`config.mk`:
```
export PLATFORM = sky130hd
export DESIGN_NAME = ifetch_ctrl
export DESIGN_NICKNAME = d
export VERILOG_FILES = /design/src/rtl/ifetch_pkg.sv /design/src/rtl/ifetch_slot.sv /design/src/rtl/ifetch_ctrl.sv
export SDC_FILE = /design/constraint.sdc
export NUM_CORES = 1
export LEC_CHECK = 0
export BUFFER_PORTS_ARGS = -buffer_cell sky130_fd_sc_hd__buf_2
export CORE_ASPECT_RATIO = 1.5
export CORE_MARGIN = 5
export CORE_UTILIZATION = 44
export CTS_CLUSTER_SIZE = 25
export DETAILED_ROUTE_END_ITERATION = 10
export PLACE_DENSITY = 0.79
export SLEW_MARGIN = 20
export SYNTH_ARGS = -nofsm -noshare
export SYNTH_HDL_FRONTEND = slang
export SYNTH_SLANG_ARGS = --single-unit
```
`constraint.sdc`:
```
create_clock -name clk -period 1.8 [get_ports clk]
set_clock_uncertainty 0.2 [all_clocks]
set_input_delay 0.36 -clock clk [delete_from_list [all_inputs] [get_ports clk]]
set_output_delay 0.36 -clock clk [all_outputs]
set_load 0.005 [all_outputs]
```
`src/rtl/ifetch_pkg.sv`:
```
// ifetch_pkg: shared types and constants for the instruction-fetch controller.
package ifetch_pkg;
   localparam int FETCH_ADDR_W = 64;
   localparam int FETCH_INSTR_W = 32;
   localparam logic [31:0] NOP_INSTR = 32'h0000_0013;
   typedef enum logic [2:0] {S_IDLE, S_ADDR, S_DATA, S_DROP_ADDR, S_DROP_DATA} fetch_state_e;
   typedef struct packed {
      logic [FETCH_ADDR_W-1:0]  pc;
      logic [FETCH_INSTR_W-1:0] instr;
      logic                     exc;
   } fetch_slot_t;
endpackage

```
`src/rtl/ifetch_slot.sv`:
```
// ifetch_slot: 1-deep registered output buffer between fetch and decode.
module ifetch_slot
   import ifetch_pkg::*;
(
   input  logic        clk,
   input  logic        reset,
   input  logic        load_i,
   input  logic        clear_i,
   input  logic        ready_i,
   input  fetch_slot_t din_i,
   output logic        valid_o,
   output fetch_slot_t dout_o
);
   logic        valid_q;
   fetch_slot_t data_q;
   // a kill wins over both a refill and a drain
   always_ff @(posedge clk) begin
      if (reset) begin
         valid_q <= 1'b0;
         data_q  <= '0;
      end else if (clear_i) begin
         valid_q <= 1'b0;
      end else if (load_i) begin
         valid_q <= 1'b1;
         data_q  <= din_i;
      end else if (ready_i) begin
         valid_q <= 1'b0;
      end
   end
   assign valid_o = valid_q;
   assign dout_o  = data_q;
endmodule

```
`src/rtl/ifetch_ctrl.sv`:
```
// ifetch_ctrl: PC -> ibus request/response FSM feeding a 1-deep slot to decode.
module ifetch_ctrl #(
   parameter int                  ADDR_W    = 64,
   parameter int                  INSTR_W   = 32,
   parameter logic [INSTR_W-1:0]  NOP_INSTR = ifetch_pkg::NOP_INSTR
) (
   input  logic               clk,
   input  logic               reset,
   input  logic [ADDR_W-1:0]  pc_i,
   output logic               pc_stall_o,
   input  logic               flush_i,
   output logic               ireq_valid_o,
   output logic [ADDR_W-1:0]  ireq_addr_o,
   input  logic               iresp_addr_ok_i,
   input  logic               iresp_data_ok_i,
   input  logic [INSTR_W-1:0] iresp_data_i,
   output logic               out_valid_o,
   input  logic               out_ready_i,
   output logic [ADDR_W-1:0]  out_pc_o,
   output logic [INSTR_W-1:0] out_instr_o,
   output logic               out_exc_o
);
   import ifetch_pkg::*;
   fetch_state_e      state_q, state_d;
   logic [ADDR_W-1:0] req_pc_q, req_pc_d;
   logic              slot_free, aligned, issue, mis, retire;
   fetch_slot_t       slot_din, slot_dout;
   assign slot_free = !out_valid_o || out_ready_i;
   assign aligned   = pc_i[1:0] == 2'b00;
   assign issue     = !reset && !flush_i && state_q == S_IDLE && slot_free && aligned;
   assign mis       = !reset && !flush_i && state_q == S_IDLE && slot_free && !aligned;
   assign retire    = !reset && !flush_i && iresp_data_ok_i &&
                      (((issue || state_q == S_ADDR) && iresp_addr_ok_i) || state_q == S_DATA);
   // request stays up through a flush until the bus takes it
   assign ireq_valid_o = issue || (!reset && (state_q == S_ADDR || state_q == S_DROP_ADDR));
   assign ireq_addr_o  = issue ? pc_i : req_pc_q;
   assign pc_stall_o   = reset || !(retire || mis || flush_i);
   assign req_pc_d     = issue ? pc_i : req_pc_q;
   assign slot_din     = retire ? '{pc: req_pc_d, instr: iresp_data_i, exc: 1'b0}
                                : '{pc: pc_i, instr: NOP_INSTR, exc: 1'b1};
   always_comb begin
      state_d = state_q;
      case (state_q)
         S_IDLE:
            if (issue) state_d = !iresp_addr_ok_i ? S_ADDR : iresp_data_ok_i ? S_IDLE : S_DATA;
         S_ADDR, S_DROP_ADDR:
            if (iresp_addr_ok_i)
               state_d = iresp_data_ok_i ? S_IDLE
                       : (flush_i || state_q == S_DROP_ADDR) ? S_DROP_DATA : S_DATA;
            else if (flush_i)
               state_d = S_DROP_ADDR;
         S_DATA, S_DROP_DATA:
            state_d = iresp_data_ok_i ? S_IDLE : flush_i ? S_DROP_DATA : state_q;
         default: state_d = S_IDLE;
      endcase
   end
   always_ff @(posedge clk) begin
      if (reset) begin
         state_q  <= S_IDLE;
         req_pc_q <= '0;
      end else begin
         state_q  <= state_d;
         req_pc_q <= req_pc_d;
      end
   end
   ifetch_slot u_slot (
      .clk     (clk),
      .reset   (reset),
      .load_i  (retire || mis),
      .clear_i (flush_i),
      .ready_i (out_ready_i),
      .din_i   (slot_din),
      .valid_o (out_valid_o),
      .dout_o  (slot_dout)
   );
   assign out_pc_o    = slot_dout.pc;
   assign out_instr_o = slot_dout.instr;
   assign out_exc_o   = slot_dout.exc;
endmodule

```
# After elaboration in Yosys (flattened, before gate mapping)
# Cells that the tools add are included.
# W data, S select, Z words.
# op_classes
n_eq_ne	7
mux	14
n_bitwise	1
reduce_logical	31
# ops
cell	n
$mux W97	1
$mux W64	1
$mux W3	7
$logic_and A1 B1 Y1	9
$logic_or A1 B1 Y1	9
$pmux W3 S3	1
$eq A3 B2 Y1 const B	2
$ne A3 B3 Y1 const B	2
$reduce_or A2 Y1	3
$logic_not A1 Y1	5
$mux W2	2
$eq A3 B1 Y1 const B	1
$eq A3 B3 Y1 const B	1
$logic_not A3 Y1	1
$reduce_and A3 Y1	1
$logic_not A2 Y1	1
$mux W1	2
$ne A2 B2 Y1 const B	1
$reduce_and A2 Y1	1
$reduce_bool A2 Y1	1
$not A1 Y1	1
# totals
register_bits	165
input_bits	102

# Longest topological paths before layout
# Gate-level depths: netlist of the first run.
# logic_depth
depth_word	13
mapped_depth	7
ltp_nobuf	4

# Hierarchy
# From an unflattened synthesis of the first run, not the netlist that was laid out.
# hier_totals
hier_cells	804
area_unflattened_um2	8419.3
# modules_own_cells
module	instances	cells_each	area_each_um2
ifetch_slot	1	446	4599.4
ifetch_ctrl	1	358	3819.9

# Worst setup path before layout of the first run
# Ideal clock, no wire load.
# synth_path
path_type	input port to output port
from	input flush_i
to	output ireq_addr_o[46]
arrival_time_ns	1.486
path_slack_ns	-0.246
stages	7
path_buffers	3
cell_sequence	buf_6 -> nor2_2 -> nand4_1 -> buf_6 -> buf_6 -> mux2i_2 -> inv_1
# synth_between
elab_chain_cells	6
# synth_rtl
item	line_no	source
start: declaration	ifetch_ctrl.sv:11	input logic flush_i,
$logic_not A1 Y1	ifetch_ctrl.sv:30	assign issue = !reset && !flush_i && state_q == S_IDLE && slot_free && aligned;
$logic_and A1 B1 Y1 (4 in a row)	ifetch_ctrl.sv:30	
$mux W64	ifetch_ctrl.sv:36	assign ireq_addr_o = issue ? pc_i : req_pc_q;
end: declaration	ifetch_ctrl.sv:13	output logic [ADDR_W-1:0] ireq_addr_o,
# No other way between the ends.

# Final worst setup path of the first run
# layout_path
from	register state_q[2]
to	output ireq_addr_o[23]
# layout_between
elab_chain_cells	5
# layout_rtl
item	line_no	source
start: declaration	ifetch_ctrl.sv:24	fetch_state_e state_q, state_d;
start signal: assignment	ifetch_ctrl.sv:62	state_q <= state_d;
$logic_not A3 Y1	ifetch_ctrl.sv:30	
$logic_and A1 B1 Y1 (3 in a row)	ifetch_ctrl.sv:30	
$mux W64	ifetch_ctrl.sv:36	
# No other way between the ends.

==> results of run 1 <==
-- cells by family (layout without fill, tap and decap cells) --
logic type             Yosys count  in the layout  share of synthesized area (%)
DFF                            165            165                           47.9
AOI/OAI and AO/OA              119            120                           17.9
other                            0              1                              0
muxes                          126            126                           19.2
buffers and inverters          113            537                           8.24
and+or+nand+nor                 95             97                           6.66
-- layout make-up --
type                    count  area, µm²  share of cell area, %
diodes                      1       2.50                 0.0220
clock buffers              18        429                   3.77
clock inverters            14        186                   1.64
inverters                  66        248                   2.18
multi-input cells         343       3640                   32.0
flip-flops and latches    165       3310                   29.1
well taps                 203        254                   2.23
repair buffers            439       3310                   29.1
-- layout by cell type, fill, tap and decap left out, types with 9 or more instances in the layout --
| master | instances |
|---|---|
| buf_2 | 261 |
| dfxtp_1 | 161 |
| buf_4 | 93 |
| mux2i_1 | 69 |
| nor2_1 | 67 |
| inv_1 | 62 |
| o22ai_2 | 59 |
| mux2i_4 | 39 |
| dlygate4sd3_1 | 30 |
| a22o_1 | 29 |
| buf_6 | 21 |
| buf_12 | 21 |
| clkbuf_16 | 19 |
| mux2i_2 | 17 |
| buf_16 | 9 |
-- through the flow --
stage          power (W)  utilization (%)  std cells  hold WS [ps]
2_1_floorplan    0.00475                -        618           239
3_3_place_gp     0.00540             60.6       1153           245
3_5_place_dp     0.00543             60.6       1153           247
4_1_cts          0.00949             70.5       1242          7.02
5_1_grt          0.00994             73.1       1249          11.8
6_report         0.00955             73.1       1249          16.2
-- metal layers --
layer	track usage [%]	vias up	share of wire [%]
li1	-	3022	-
met1	26.5	3141	37
met2	45.0	258	53
met3	6.56	44	6.8
met4	8.53	2	2.4
met5	0	-	0.030
-- registers in the layout (all words and copies together) (netlist names) --
register and flops:
req_pc_q 64, state_q 3, u_slot.dout_o 97, u_slot.valid_o 1
-- path summary, 6_finish.rpt --
kind,from,end
worst max register to register,state_q[2],u_slot.dout_o[5]
worst max-delay path,state_q[2],ireq_addr_o[23]
worst min-delay path,iresp_data_i[31],u_slot.dout_o[32]
worst min register to register,u_slot.dout_o[0],u_slot.dout_o[0]
-- power groups by stage --
stage / clock network [W] / registers, W / logic (W)
3_3_place_gp: 0 / 0.00397 / 0.00143
4_1_cts: 0.00388 / 0.00390 / 0.00171
2_1_floorplan: 0 / 0.00398 / 0.000768
6_report: 0.00382 / 0.00391 / 0.00182
5_1_grt: 0.00408 / 0.00392 / 0.00194
3_5_place_dp: 0 / 0.00397 / 0.00145
-- worst max-delay path: cells and delay by family, from the launching register on --
family | cells | cell delay [ps]
flip-flops | 1 | 340
buffers and inverters | 4 | 590
multiplexers | 1 | 210
AND/OR/NAND/NOR | 2 | 310
-- what timing repair did --
item	in CTS	in global routing
buffers inserted	15	4
hold endpoints to repair	30	0
hold buffers	30	0
pin swaps	8	6
resized for setup	49	60
cloned	13	2
endpoints found under the setup margin	170	209
==> results by group, run 1 <==
Outcome
  • Status: finished with violations
  • Failing checks: negative setup slack

Critical path
  • Crit path cell chain: nor3_4, nand4_1, buf_6, buf_4, mux2i_2, inv_1, buf_2
  • R2R cell count: 8
  • Slowest cell on the critical path: dfxtp_2
  • Worst path max stage delay: 340 ps
  • Req. time, crit path: between 1000 and 1500 ps
  • Crit path launch type: flip-flop
  • Worst-path fanout max: 12
  • Critical path class: reg2out
  • R2R Setup Slk: -220 ps
  • WP data arrival: roughly 1900 ps
  • CP Capture Type: primary output

Route
  • Wirelength, routed: roughly 23 mm
  • Vias: 6467
  • WL per Instance: about 19 µm
  • Final ANT Viol Nets: 0
  • Drt initial violations: between 200 and 300
  • Drt first pass iters: 4
  • DRC: 0
  • Vias/cell: ~5.2

Floorplan
  • Die Area: about 18000 µm²
  • Die width: between 100 and 150 µm
  • Core Area: about 16000 µm²
  • DIE HEIGHT: ~160 µm
  • Initial Util: ~44%
  • Rows: 56
  • # IOs: between 200 and 300

Synthesis
  • Async S/R FF share, synth: 0%
  • Register bit total from synthesis: around 170
  • Syn avg cell area: 11.2 µm²
  • Register area share after synthesis: approximately 48%
  • Yosys warning total: 0
  • Netlist Area Pre-Place: slightly below 7000 µm²
  • Dominant synthesized flop cell: dfxtp_1
  • Synth top area share: approximately 48%
  • Synth Net Count: between 700 and 800
  • Largest area contributor in the netlist: dfxtp_1
  • Synth top cells by count: dfxtp_1 (165), mux2i_1 (108), nor2_1 (67), inv_1 (66), o22ai_2 (59)
  • Count leader, synth: dfxtp_1
  • Synth cell types: 46
  • Post-synth EDFFs: 0
  • Synth area leaders: dfxtp_1 (48%), mux2i_1 (16%), o22ai_2 (11%)
  • Syn Inst Count: just over 600

STA
  • Setup violators final: about 160
  • Setup ws final: -619 ps
  • Slew at the pin with the worst max-slew slack: ~550 ps
  • Final Cycle Share: 134%
  • Max-slew headroom: around 63%
  • Fmax: 0.413 GHz
  • Setup TNS: -48910 ps
  • RSZ-0062 raised after global routing: yes
  • Slew Limit Fails: 0
  • Final hold viol count: 0
  • Minimum clock period after layout: roughly 2400 ps

Global routing
  • Grt total ovfl: 0
  • First-pass GRT wire length: approximately 35 mm
  • Antenna violations before repair: 2
  • Vias in the first global route: slightly below 7000
  • Largest net degree at the start of global routing: 48
  • Gr usage total: ~24%

Job
  • Max-Cap Viols: 0

Place
  • Dpl cell area: ~9400 µm²
  • HPWL Detailed: between 10 and 15 mm
  • # port buffers: 265
  • DP Worst Slack: -432 ps
  • Routability cong.: roughly 0.8

CTS
  • Clock Path Buffers: 2
  • Sink Count: about 170
  • TritonCTS clock tree: done
  • Cts bufs inserted: 17
  • Clk slew on worst S/H paths: 70 ps
  • Clock root buffer: clkbuf_16
  • H-Tree Depth: 4
  • Latest clock arrival within the worst-skew pair: ~410 ps

Power
  • Register share of total power: 40.9%
  • Net switching power: 0.00252 W
  • Clock group share of total power: 40.0%
  • Sw frac: a little over a quarter
  • Leakage: between 5 and 6 nW
  • Power Dens Cells: ~840 nW/µm²
  • VDD IR-drop max: around 0.00056 V
  • Power share of the combinational group: 19.1%
  • Internal Power: 0.00703 W

Layout
  • Final #Nets: about 1100
  • Final Cell Area: 11400 µm²
  • Layout cells sized above 1: 56.2%
  • Area Growth Syn to Fin: 65.1%
  • Layout fillers: ~1000

Worst hold path
  • Worst Hold Depth: 2
  • Hold WC Path Type: in2reg
No activity file was read; power rests on OpenSTA's default activity.
==> run 2, diff against run 1 <==
--- a/config.mk
+++ b/config.mk
@@ -12,6 +12,7 @@
 export CTS_CLUSTER_SIZE = 25
 export DETAILED_ROUTE_END_ITERATION = 10
 export PLACE_DENSITY = 0.79
+export REMOVE_ABC_BUFFERS = 1
 export SLEW_MARGIN = 20
 export SYNTH_ARGS = -nofsm -noshare
 export SYNTH_HDL_FRONTEND = slang
==> results by group, run 2 (synthesized netlist as in run 1, its figures left out) <==
Layout
  • Max reg flops: 97
  • Antenna diode count: 0
  • Final Cell Area: ~12000 µm²
  • Area Growth Syn to Fin: 73.1%
  • Final #Nets: 1164
  • Finished Layout Cells: around 1300
  • Most frequent cells in the layout: buf_2 (262), dfxtp_1 (161), buf_4 (103)
  • Layout cells sized above 1: 60.3%
  • Leading cell type in the layout, fill and taps excluded: buf_2
  • Layout fillers: 904

Critical path
  • Req. time, crit path: between 1000 and 1500 ps
  • Critical path class: reg2out
  • R2r startpoint: state_q[1]
  • Worst setup path startpoint: state_q[1]
  • Crit path launch type: flip-flop
  • Reg2reg end: req_pc_q[23]
  • Last element of the critical path: ireq_addr_o[39]
  • Worst-path fanout max: 10
  • R2R Setup Slk: -390 ps
  • CP Capture Type: primary output
  • WP data arrival: ~2000 ps
  • R2R cell count: 8

Floorplan
  • Initial Util: between 40% and 50%
  • Core Area: 15600 µm²
  • # IOs: roughly 270
  • Rows: between 50 and 60
  • DIE HEIGHT: around 160 µm
  • Die width: between 100 and 150 µm
  • Die Area: around 18000 µm²

Route
  • Vias/cell: between 5 and 6
  • DRC: 0
  • WL per Instance: approximately 23 µm
  • Drt initial violations: roughly 400
  • Final ANT Viol Nets: 0
  • Wirelength, routed: a little under 30 mm
  • Vias: approximately 7100
  • Drt first pass iters: 5

Power
  • Power Dens Cells: between 800 and 900 nW/µm²
  • VDD IR-drop max: 0.000542 V
  • Leakage: ~6 nW

STA
  • Slew at the pin with the worst max-slew slack: 637 ps
  • Final Cycle Share: 142%
  • Setup ws final: -756 ps
  • Final hold viol count: 0
  • Slew Limit Fails: 0
  • Max-slew headroom: a little under three fifths
  • RSZ-0062 raised after global routing: yes
  • Setup violators final: around 220
  • Worst hold margin: between 30 and 40 ps
  • Setup TNS: -65970 ps
  • Minimum clock period after layout: between 2000 and 3000 ps
  • Fmax: a little under 0.4 GHz

CTS
  • TritonCTS clock tree: done
  • Sink Count: ~170
  • Latest clock arrival within the worst-skew pair: around 420 ps
  • Clock root buffer: clkbuf_16
  • Clock Path Buffers: 2
  • H-Tree Depth: 4
  • Clk slew on worst S/H paths: 70 ps
  • Cts bufs inserted: 17

Global routing
  • Largest net degree at the start of global routing: between 40 and 50
  • Grt total ovfl: 0
  • Vias in the first global route: 7355
  • Antenna violations before repair: 0
  • Gr usage total: 26.2%
  • First-pass GRT wire length: between 30 and 40 mm

Place
  • Routability cong.: 0.866
  • Dpl cell area: between 9000 and 10000 µm²
  • # port buffers: 265
  • Dpl cells: roughly 1200
  • HPWL Detailed: 14.7 mm

Worst hold path
  • Hold WC Path Type: in2reg

Outcome
  • Failing checks: negative setup slack
  • Status: finished with violations

Job
  • Max-Cap Viols: 0
-- run 2: area by class of cell --
type,instances,area (µm²),share of cell area (%)
tap,203,254,2.13
clock inverter,14,193,1.62
sequential,165,3310,27.8
multi-input combinational,343,3910,32.7
clock buffer,18,429,3.60
inverter,66,248,2.08
timing repair buffer,469,3590,30.1
-- run 2: per-layer routing --
metal  vias up  track usage [%]  routed length [µm]
met1      3405             25.9                9780
met3       139             7.04                2200
met2       434             47.8               15100
met4         0             16.9                2110
met5         -                0                   0
li1       3087                -                   -
-- run 2: through the flow --
step	setup WS [ps]	utilization, %	total power [W]
after detailed placement	-388	59.3	0.00539
after global routing	-815	76.7	0.0102
final	-756	76.7	0.00994
after global placement	-355	59.3	0.00536
after floorplan	-3460	-	0.00468
after CTS	-680	70.8	0.00948
-- run 2: power breakdown --
group	internal [W]	switching (W)	total, W	leakage (nW)
clock network	0.00224	0.00169	0.00393	0.307
registers	0.00381	0.000113	0.00392	1.34
logic	0.00110	0.000982	0.00208	4.37
-- run 2: critical path, cell delays in order, from the launching register on --
cell     delay, ps
dfxtp_2        340
nor3_4         210
nand4_1        170
buf_6          210
buf_12         180
mux2i_2        230
inv_1           80
buf_2          130
-- run 2: timing repair --
| action | in CTS | in global routing |
|---|---|---|
| pin swaps | 15 | 67 |
| setup endpoints to repair | 198 | 224 |
| gates resized for setup | 76 | 139 |
| hold buffers | 32 | 0 |
| setup buffers | 27 | 14 |
| hold endpoints to repair | 32 | 0 |
| gates cloned | 9 | 10 |
-- run 2: worst min-delay path by stage --
stage	startpoint	to	slack, ps	cells after the start
6_report	pc_i[34]	u_slot.dout_o[67]	30	3
5_1_grt	pc_i[34]	u_slot.dout_o[67]	40	3
4_1_cts	pc_i[36]	u_slot.dout_o[69]	6	3
3_5_place_dp	u_slot.dout_o[0]	u_slot.dout_o[0]	250	2
3_3_place_gp	u_slot.dout_o[0]	u_slot.dout_o[0]	240	2
2_1_floorplan	reset	req_pc_q[10]	230	1
==> run 3, diff against run 2 <==
--- a/config.mk
+++ b/config.mk
@@ -6,7 +6,6 @@
 export NUM_CORES = 1
 export LEC_CHECK = 0
 export BUFFER_PORTS_ARGS = -buffer_cell sky130_fd_sc_hd__buf_2
-export CORE_ASPECT_RATIO = 1.5
 export CORE_MARGIN = 5
 export CORE_UTILIZATION = 44
 export CTS_CLUSTER_SIZE = 25
==> results by group, run 3 (synthesized netlist as in run 1, its figures left out) <==
Outcome
  • Status: finished with violations
  • Failing checks: negative setup slack

Route
  • Drt first pass iters: 4
  • Vias/cell: ~5.4
  • Final ANT Viol Nets: 0
  • DRC: 0
  • Drt initial violations: slightly below 400
  • Vias: between 7000 and 8000
  • Wirelength, routed: a little under 30 mm
  • WL per Instance: around 22 µm

Floorplan
  • # IOs: roughly 270
  • DIE HEIGHT: 135 µm
  • Core Area: 15300 µm²
  • Die Area: about 18000 µm²
  • Die width: approximately 140 µm
  • Initial Util: a little under half
  • Rows: between 40 and 50

Critical path
  • Worst path max stage delay: around 340 ps
  • Cell family with most CP delay: buffers and inverters
  • Reg2reg end: u_slot.dout_o[67]
  • Req. time, crit path: roughly 1200 ps
  • Crit path launch type: flip-flop
  • Worst-path fanout max: 6
  • WP data arrival: between 1500 and 2000 ps
  • R2R cell count: 9
  • Worst Path Buf+Inv: 4
  • R2R Setup Slk: -450 ps
  • CP Capture Type: primary output
  • R2r startpoint: state_q[1]
  • Crit path cell chain: nor3_4, nand4_1, buf_6, clkbuf_16, mux2i_4, inv_1, buf_2
  • Critical path class: reg2out
  • Slowest cell on the critical path: dfxtp_2

Power
  • Power share of the combinational group: approximately 22%
  • Total Power: 0.0102 W
  • VDD IR-drop max: roughly 0.00064 V
  • Power Dens Cells: about 810 nW/µm²
  • Sw frac: between 20% and 30%
  • Leakage: 6.32 nW
  • Register share of total power: 38.6%
  • Clock group share of total power: around two fifths
  • Net switching power: ~0.0027 W
  • Internal Power: 0.00750 W

STA
  • Fmax: around 0.39 GHz
  • Setup ws final: -747 ps
  • Worst hold margin: roughly 40 ps
  • Setup violators final: ~220
  • Slew at the pin with the worst max-slew slack: between 900 and 1000 ps
  • Max-slew headroom: 36.6%
  • RSZ-0062 raised after global routing: yes
  • Slew Limit Fails: 0
  • Final hold viol count: 0
  • Minimum clock period after layout: around 2500 ps
  • Final Cycle Share: 141%

CTS
  • TritonCTS clock tree: done
  • H-Tree Depth: 4
  • Clock Path Buffers: 2
  • Clock root buffer: clkbuf_16
  • Latest clock arrival within the worst-skew pair: ~420 ps
  • Sink Count: 165
  • Cts bufs inserted: 17
  • Clk slew on worst S/H paths: 60 ps

Global routing
  • Gr usage total: between 20% and 30%
  • Antenna violations before repair: 0
  • First-pass GRT wire length: around 36 mm
  • Largest net degree at the start of global routing: 54
  • Vias in the first global route: ~7000
  • Grt total ovfl: 0

Worst hold path
  • Hold Startpoint: pc_i[58]
  • Worst Hold Endpoint: u_slot.dout_o[91]
  • Worst Hold Depth: 3
  • Hold WC Path Type: in2reg

Place
  • HPWL Detailed: about 14 mm
  • # port buffers: 265
  • Routability cong.: ~0.77

Layout
  • Leading cell type in the layout, fill and taps excluded: buf_2
  • Layout cells sized above 1: around 62%
  • Final #Nets: between 1000 and 1500
  • Area Growth Syn to Fin: 81.4%
  • Layout fillers: ~760
  • Max reg flops: just under 100
  • Multi-input gate area: just over 4000 µm²
  • Antenna diode count: 0
  • Register Area: around 3300 µm²
  • Most frequent cells in the layout: buf_2 (261), dfxtp_1 (161), buf_6 (78)

Job
  • Max-Cap Viols: 0
[run 3: cell count changes in the layout (fill, tap and decap cells not counted), moves of 14 or more]
cell	previous run	this run
mux2i_4	38	52
nor2_1	57	37
buf_6	39	78
mux2i_1	47	61
mux2i_2	40	12
nor2_4	1	15
buf_4	103	75
[run 3: power by group through the flow]
stage	Combinational (W)	Clock, W	Sequential, W
floorplan	0.000693	0	0.00399
global placement	0.00139	0	0.00396
detailed placement	0.00142	0	0.00397
CTS	0.00179	0.00403	0.00390
global route	0.00231	0.00422	0.00394
finish	0.00220	0.00405	0.00392
[run 3: timing repair]
| action | 4_1_cts | 5_1_grt |
|---|---|---|
| resized for setup | 94 | 214 |
| hold buffers | 33 | 0 |
| endpoints found under the hold margin | 33 | 0 |
| cloned | 6 | 20 |
| pin swaps | 34 | 45 |
| setup buffers | 64 | 30 |
| endpoints found under the setup margin | 213 | 229 |
[run 3: through the flow]
stage	cells	setup TNS [ps]	util (%)	setup slack, ps	cell area (µm²)
finish	1304	-84720	81.9	-747	12500
global route	1304	-99460	81.9	-838	12500
CTS	1287	-79610	72.7	-719	11100
detailed placement	1168	-58820	60.9	-422	9290
global placement	1168	-55890	60.9	-397	9290
floorplan	571	-665120	-	-3460	6570
[run 3: per-layer routing]
metal | up-vias | part of all wire, % | track usage (%)
met5 | - | 0 | 0
met1 | 3424 | 38 | 28.3
met2 | 384 | 51 | 44.2
met3 | 83 | 7.4 | 6.76
li1 | 3131 | - | -
met4 | 0 | 3.8 | 9.97
[run 3: worst reg2reg max path, cell delays in order (launching register included)]
cell	delay, ps
dfxtp_2	340
buf_6	110
buf_6	110
buf_6	120
buf_6	130
a311o_2	410
buf_6	140
a31o_4	300
clkbuf_16	190
o22ai_2	120
[run 3: layout make-up]
cell class | instances | area share, %
clock buffers | 20 | 3.57
inverters | 66 | 1.98
well taps | 211 | 2.11
clock inverters | 12 | 1.60
repair buffers | 486 | 31.5
multi-input cells | 344 | 32.7
flip-flops and latches | 165 | 26.5
[run 3: worst max-delay path by stage]
stage	end	depth (start not counted)	slack, ps	from
after global routing	ireq_addr_o[50]	7	-840	state_q[2]
final	ireq_addr_o[31]	7	-750	state_q[2]
after global placement	ireq_addr_o[33]	8	-400	pc_i[0]
after floorplan	ireq_addr_o[10]	4	-3460	state_q[2]
after detailed placement	ireq_addr_o[37]	8	-420	pc_i[0]
after CTS	ireq_addr_o[44]	7	-720	state_q[1]
